**config.mk**
```make
export PLATFORM = sky130hd
export DESIGN_NAME = agc_timing_core
export DESIGN_NICKNAME = d
export VERILOG_FILES = /design/src/rtl/agc_timing_core.sv
export SDC_FILE = /design/constraint.sdc
export NUM_CORES = 1
export LEC_CHECK = 0
export ABC_AREA = 1
export CORE_MARGIN = 8
export CORE_UTILIZATION = 53
export CTS_CLUSTER_SIZE = 25
export DETAILED_ROUTE_END_ITERATION = 10
export HOLD_SLACK_MARGIN = 0.02
export PLACE_DENSITY = 0.8
export RECOVER_POWER = 100
export REMOVE_ABC_BUFFERS = 1
export SETUP_SLACK_MARGIN = 0.02
export SYNTH_ARGS = -nofsm -noshare
export SYNTH_HDL_FRONTEND = slang
export SYNTH_SLANG_ARGS = --single-unit
```
**constraint.sdc**
```tcl
create_clock -name SIM_CLK -period 1.55 [get_ports SIM_CLK]
set_input_delay 0.155 -clock SIM_CLK [delete_from_list [all_inputs] [get_ports SIM_CLK]]
set_output_delay 0.155 -clock SIM_CLK [all_outputs]
set_load 0.1 [all_outputs]
```
**src/rtl/agc_timing_core.sv**
```systemverilog
// ============================================================================
// agc_timing_core
// ----------------------------------------------------------------------------
// Reduced AGC timing/start sequencer. The slow AGC oscillator (CLOCK) is
// brought into the SIM_CLK domain and each of its rising edges becomes a
// single-cycle tick. Ticks drive a general-start (GOJAM) countdown, then a
// one-hot T01..T12 timing-pulse ring, and count completed memory cycles.
// Monitor start/stop and the hardware restart are honoured on top of that.
//
// Ports:
//   SIM_CLK  in   system clock, all state changes on its rising edge
//   SIM_RST  in   synchronous active-high reset
//   CLOCK    in   AGC oscillator, asynchronous, period >= 8 SIM_CLK
//   MSTRT    in   monitor start request (asynchronous, edge-sensitive)
//   MSTP     in   monitor stop request (asynchronous level)
//   STRT2    in   hardware restart (asynchronous level)
//   MGOJAM   out  general start active
//   MT       out  one-hot timing pulse, MT[0]=T01 .. MT[11]=T12
//   MCT      out  completed memory-cycle count (wraps)
//   RUNNING  out  high while the timing ring is running
//
// Parameters:
//   GOJAM_TICKS  CLOCK rises MGOJAM is held after reset/restart (1..255)
//   MCT_W        width of the memory-cycle counter
//
// Build option:
//   MONITOR_STEP_EN  when defined, an MSTRT edge while stopped with MSTP
//                    still asserted single-steps one memory cycle instead
//                    of forcing a general start.
// ============================================================================
module agc_timing_core #(
    parameter int GOJAM_TICKS = 12,
    parameter int MCT_W       = 16
) (
    input  logic             SIM_CLK,
    input  logic             SIM_RST,
    input  logic             CLOCK,
    input  logic             MSTRT,
    input  logic             MSTP,
    input  logic             STRT2,
    output logic             MGOJAM,
    output logic [11:0]      MT,
    output logic [MCT_W-1:0] MCT,
    output logic             RUNNING
);

    typedef enum logic [1:0] {
        ST_JAM     = 2'd0,
        ST_RUN     = 2'd1,
        ST_STOPPED = 2'd2
    } state_e;

    localparam logic [7:0]       JAM_LOAD = 8'(GOJAM_TICKS);
    localparam logic [11:0]      T01      = 12'h001;
    localparam logic [MCT_W-1:0] MCT_ONE  = {{(MCT_W-1){1'b0}}, 1'b1};

    // Synchroniser chains: bit 0 is the metastability catcher, bit 1 is the
    // usable synchronised value. The *Prev flops hold the previous
    // synchronised value for edge detection.
    logic [1:0] clockSync_q;
    logic [1:0] mstrtSync_q;
    logic [1:0] mstpSync_q;
    logic [1:0] strt2Sync_q;
    logic       clockPrev_q;
    logic       mstrtPrev_q;

    state_e            state_q;
    logic [7:0]        jamCnt_q;
    logic [11:0]       mt_q;
    logic [MCT_W-1:0]  mct_q;
    logic              mgojam_q;
    logic              running_q;

    logic tick;
    logic mstrtEdge;
    logic mstpSync;
    logic strt2Sync;
    logic stepReq;

    // Bring all asynchronous inputs into the SIM_CLK domain.
    always_ff @(posedge SIM_CLK) begin
        if (SIM_RST) begin
            clockSync_q <= 2'b00;
            mstrtSync_q <= 2'b00;
            mstpSync_q  <= 2'b00;
            strt2Sync_q <= 2'b00;
            clockPrev_q <= 1'b0;
            mstrtPrev_q <= 1'b0;
        end else begin
            clockSync_q <= {clockSync_q[0], CLOCK};
            mstrtSync_q <= {mstrtSync_q[0], MSTRT};
            mstpSync_q  <= {mstpSync_q[0], MSTP};
            strt2Sync_q <= {strt2Sync_q[0], STRT2};
            clockPrev_q <= clockSync_q[1];
            mstrtPrev_q <= mstrtSync_q[1];
        end
    end

    assign tick      = clockSync_q[1] & ~clockPrev_q;
    assign mstrtEdge = mstrtSync_q[1] & ~mstrtPrev_q;
    assign mstpSync  = mstpSync_q[1];
    assign strt2Sync = strt2Sync_q[1];

    // A step request is an MSTRT edge that arrives while parked with MSTP
    // still held; only meaningful when single-stepping is built in.
`ifdef MONITOR_STEP_EN
    assign stepReq = mstrtEdge & mstpSync & (state_q == ST_STOPPED);
`else
    assign stepReq = 1'b0;
`endif

    // Sequencer. Restarts take precedence over everything but reset and
    // swallow any tick that lands on the same edge, so an interrupted memory
    // cycle never reaches the count. Otherwise each tick advances the
    // countdown, the pulse ring or the stopped state. A single step enters
    // RUN at T01 and relies on the normal T12 MSTP check to park again.
    always_ff @(posedge SIM_CLK) begin
        if (SIM_RST) begin
            state_q   <= ST_JAM;
            jamCnt_q  <= JAM_LOAD;
            mt_q      <= '0;
            mct_q     <= '0;
            mgojam_q  <= 1'b1;
            running_q <= 1'b0;
        end else if (strt2Sync || (mstrtEdge && !stepReq)) begin
            state_q   <= ST_JAM;
            jamCnt_q  <= JAM_LOAD;
            mt_q      <= '0;
            mgojam_q  <= 1'b1;
            running_q <= 1'b0;
        end else if (stepReq) begin
            state_q   <= ST_RUN;
            mt_q      <= T01;
            mgojam_q  <= 1'b0;
            running_q <= 1'b1;
        end else if (tick) begin
            case (state_q)
                ST_JAM: begin
                    if (jamCnt_q <= 8'd1) begin
                        jamCnt_q  <= 8'd0;
                        state_q   <= ST_RUN;
                        mt_q      <= T01;
                        mgojam_q  <= 1'b0;
                        running_q <= 1'b1;
                    end else begin
                        jamCnt_q <= jamCnt_q - 8'd1;
                    end
                end
                ST_RUN: begin
                    // T12 closes a memory cycle; only here may MSTP park us.
                    if (mt_q[11]) begin
                        mct_q <= mct_q + MCT_ONE;
                        if (mstpSync) begin
                            state_q   <= ST_STOPPED;
                            mt_q      <= '0;
                            running_q <= 1'b0;
                        end else begin
                            mt_q <= T01;
                        end
                    end else begin
                        mt_q <= {mt_q[10:0], 1'b0};
                    end
                end
                ST_STOPPED: begin
                    if (!mstpSync) begin
                        state_q   <= ST_RUN;
                        mt_q      <= T01;
                        running_q <= 1'b1;
                    end
                end
                default: begin
                    state_q   <= ST_JAM;
                    jamCnt_q  <= JAM_LOAD;
                    mt_q      <= '0;
                    mgojam_q  <= 1'b1;
                    running_q <= 1'b0;
                end
            endcase
        end
    end

    assign MGOJAM  = mgojam_q;
    assign MT      = mt_q;
    assign MCT     = mct_q;
    assign RUNNING = running_q;

endmodule

```
==> After elaboration in Yosys (flattened, before gate mapping) <==
Cells that the tools add are included.
Widths: inputs -> output; s select.
{ "classes": {"addsub": 2, "magnitude_cmp": 1, "eq_ne": 6, "n_mux": 19, "bitwise_logic": 6, "n_reduce_logical": 9} }
{ "ops": {"columns": ["op", "count"], "rows": [
  ["$mux 12", 3],
  ["$pmux 12 s3", 1],
  ["$add 16x1->16 const B", 1],
  ["$pmux 8 s2", 1],
  ["$le 8x1->1 const B", 1],
  ["$mux 2", 4],
  ["$mux 8", 1],
  ["$ne 2x2->1 const B", 4],
  ["$sub 8x1->8 const B", 1],
  ["$mux 1", 6],
  ["$pmux 2 s3", 1],
  ["$reduce_and 3->1", 2],
  ["$reduce_and 5->1", 1],
  ["$not 1->1", 4],
  ["$reduce_and 4->1", 1],
  ["$reduce_or 2->1", 2],
  ["$pmux 1 s3", 1],
  ["$and 1x1->1", 2],
  ["$eq 2x1->1 const B", 1],
  ["$eq 2x2->1 const B", 1],
  ["$logic_not 2->1", 1],
  ["$pmux 1 s2", 1],
  ["$reduce_and 2->1", 1],
  ["$logic_or 1x1->1", 1]
]} }
{ "word_totals": {"register_bits": 50, "input_bits": 6, "out_inout_bits": 30} }

==> Depth between registers and ports, before layout <==
{ "depth": {"word_depth": 5, "mapped_depth": 11, "depth_no_buf": 10} }

==> Worst setup path before layout <==
No wires, ideal clock.
{ "synth_path": {"path_kind": "register -> register", "startpoint": "register mct_q[0] (netlist: MCT[0])", "endpoint": "register mct_q[12] (netlist: MCT[12])", "setup_ns": 0.110, "t_arrival_ns": 2.050, "setup_slack_ns": -0.610, "path_stages_with_launch": 9, "path_buffers": 0, "period_less_slack_ns": 2.160, "path_cell_list": "dfxtp_1 ha_1 nand3_1 nor2_2 inv_1 nor3_1 nand3_1 nand2_1 nor2_1"} }
{ "synth_between": {"elab_chain_cells": 1} }
{ "synth_rtl": {"columns": ["item", "line_no", "source"], "rows": [
  ["from (decl)", "70", "logic [MCT_W-1:0] mct_q;"],
  ["from (signal assigned)", "152", "mct_q <= mct_q + MCT_ONE;"],
  ["$add 16x1->16", "152", null]
]} }
No other way between the ends.
A chain may end at the register's enable or synchronous reset.

==> Worst setup path after layout <==
{ "layout_path": {"startpoint": "register jamCnt_q[0]", "endpoint": "register jamCnt_q[5]"} }
{ "layout_between": {"elab_chain_cells": 3} }
{ "layout_rtl": {"columns": ["item", "line_no", "source"], "rows": [
  ["from (decl)", "68", "logic [7:0] jamCnt_q;"],
  ["from (signal assigned)", "146", "jamCnt_q <= jamCnt_q - 8'd1;"],
  ["$sub 8x1->8 or $le 8x1->1 (tied branches)", "146, 139", null],
  ["$mux 8 *", "139", "if (jamCnt_q <= 8'd1) begin"],
  ["$pmux 8 s2 *", "137", "case (state_q)"]
]} }
Every way passes the cells marked *; elsewhere a longest branch is shown, timed or not.

==> reports/metrics.yaml <==
run_status:
  status: "complete, no violations"
sta:
  hold_violations: 0
  worst_pin_slew_ns: 0.5518
  maxSlewHeadroom: 0.6337
  post-route-period-util: 0.9915
  finClkSkew_ns: 0.006888
  timing.hold.ws_ns: 0.3570
  min_period_ns: 1.537
  rsz0062_at_grt: "yes"
  final-setup-viol-count: 0
  fmax_mhz: 650.7
  drv_slew: 0
detailed_routing:
  drc_errors: 0
  vias: 2320
  wl_met3_um: 202
  wl_met1_um: 2803
  wl_met2_um: 2985
  wl_um: 6129
  drt_pass1_iterations: 5
  postRouteAntennaNets: 0
  via_per_inst: 5.237
  wl_per_cell_um: 13.84
  top_layer: "met4"
  drtIter0Drc: 131
clocking:
  clkSlewWorstSetupHoldPaths_ns: 0.10
  cts_inserted_buffers: 5
  clk_latency_ns: 0.31
  cts_tree: "done"
  cts_sinks: 50
  htree_levels: 2
  cts_hold_buffers: 0
  cts_root_buffer: "clkbuf_8"
  clockBufferDepth: 2
pwr:
  p_sw_frac: 0.2407
  ir_worst_vdd_mv: 0.5717
  p_seq_frac: 0.583
  power.share.clock: 0.369
  p_leak_uw: 0.001280
  power_uw: 2236
  power_density_mw_per_mm2: 724.9
  comb_power_share: 0.048
  p_sw_uw: 538.1
  power.internal_uw: 1697
floorplan:
  core_sq_mm: 0.004354
  start_util: 0.5463
  fp-row-count: 24
  ios: 36
  die_h_um: 82.99
  die_x_um: 82.99
  die_area_sq_mm: 0.006887
final_layout:
  antenna_cells: 0
  area_delta_synth_final_pct: 29.67
  finish.net_count: 403
  final_util: 0.7083
  layout-drive-gt1-share: 0.2353
  instances_no_fill: 443
  fin_area_sq_mm: 0.003084
setup_path:
  slowest_stage: "dfxtp_2"
  cp.required_ns: 1.76
  crit_chain: "inv_1, ha_2, nor2_1, nor2_1, nand2_2, nand2_4, nand2_1, nand2_2, nor3_1"
  cp-end-kind: "register"
  crit_fanout: 6
  crit_arrival_ns: 1.75
  crit_type: "reg -> reg"
  startpoint: "jamCnt_q[0]"
  slowest_delay_ns: 0.35
  regToRegStartpoint: "jamCnt_q[0]"
  start_kind: "register"
logic_synthesis:
  ys_seq_area_frac: 0.4208
  synth_top_area_cell: "dfxtp_1"
  yosysWarnings: 0
  synth_flop_cell: "dfxtp_1"
  synth-seq-cells: 50
  async_flop_share: 0
  synth_top_area_share: 0.4208
  synth_common_cells: "57 x nor2_1, 55 x nand2_1, 50 x dfxtp_1, 47 x inv_1, 28 x a21oi_1"
  post-synth-top-count-cell: "nor2_1"
  synth_area_sq_mm: 0.002379
  synth_edf_count: 0
  synth_area_leaders: "dfxtp_1 42%, nor2_1 9.0%, nand2_1 8.7%"
  syn_inst: 332
  synth.distinct_cells: 31
  syn_avg_cell_area_sq_um: 7.164
flow_run:
  drv_cap: 0
placed_design:
  gp_congestion: 0.8171
  placed_area_sq_mm: 0.003151
  hpwl_um: 3982
  placed_cells: 426
  portBuffers: 35
grt:
  grt_pass1_vias: 2162
  grt_max_degree: 18
  grt_pass1_wl_um: 9308
  grt.overflow.total: 0
  grtUsageTotal: 0.1536
  antenna_found_initial: 0
min_path:
  hold_path_class: "in -> reg"
  min-delay-start: "MSTRT"
[logic make-up (layout without fill, tap and decap cells)]
logic type,count (synthesis),count (layout),share of synthesized area
flip-flops,50,50,0.4208
adder cells (fa/ha/maj),7,7,0.03682
AO/OA/AOI/OAI,56,56,0.1268
XOR/XNOR,3,3,0.01105
AND/OR/NAND/NOR,159,160,0.3067
buffers and inverters,57,115,0.09784
[state kept, by name, summed over array words and instances, names as in the netlist]
signal	cells
MCT	16
MT	12
jamCnt_q	8
clockSync_q	2
mstpSync_q	2
mstrtSync_q	2
state_q	2
strt2Sync_q	2
MGOJAM	1
RUNNING	1
clockPrev_q	1
mstrtPrev_q	1
[power groups by stage]
stage | logic (uW) | registers, uW | clock network [uW]
floorplan | 59.1 | 1330 | 0
global placement | 99.8 | 1330 | 0
detailed placement | 102 | 1340 | 0
CTS | 106 | 1310 | 818
global route | 120 | 1310 | 877
finish | 108 | 1300 | 824
[layer usage]
metal  track usage  vias to the layer above
li1              -                     1176
met1        0.1723                     1057
met2        0.2673                       70
met3       0.03418                       17
met4       0.07188                        0
met5             0                        -
[cell usage in the layout, fill, tap and decap left out, types with 3 or more instances in the layout]
cell type        Yosys  layout
buf_4                0      19
nand2_1             55      54
dfxtp_1             50      47
ha_1                 7       3
nor2_4               3       3
a21oi_1             28      28
buf_12               0      10
nor2_2               2       3
nor2_1              57      56
nand3_1             19      18
inv_1               47      45
nand4_1              8       8
clkbuf_8             0       6
o21ai_1              1       6
xor2_1               3       3
nand2_2              4       6
clkdlybuf4s50_1      0       4
nor3_1               5       4
o21ai_0             19      14
clkbuf_2             0      20
[metrics by stage]
stage	setup slack (ns)	TNS (ns)
2_1_floorplan	-0.6099	-9.244
3_3_place_gp	0.03581	0
3_5_place_dp	-0.02134	-0.09412
4_1_cts	0.005984	0
5_1_grt	-0.1486	-0.3710
6_report	0.01318	0
[worst max-delay path, delay by kind of cell (launching register included)]
family        cells  cell delay [ns]
fa+ha+maj         1             0.19
flops             1             0.35
buf+inv           1             0.07
simple gates      7             0.84
[worst paths after layout]
path | endpoint | depth (start not counted) | slack [ns]
setup reg to reg | jamCnt_q[5] | 9 | 0.01
hold / removal | mstrtSync_q[0] | 3 | 0.36
setup / recovery | jamCnt_q[5] | 9 | 0.01
hold reg to reg | mstrtSync_q[1] | 2 | 0.41
[final cells by class]
type	instances	area (sq um)
multi-input combinational	226	1212
clock buffer	6	82.58
timing repair buffer	56	501.7
sequential	50	1007
fill	331	1270
inverter	51	202.7
clock inverter	2	12.51
tap	52	65.06
[what timing repair did]
item	in CTS	in global routing
cloned	0	1
setup buffers	4	4
pin swaps	2	5
setup endpoints to repair	13	36
gates resized for setup	4	23
Note: power is estimated with default switching activity, not from simulation.
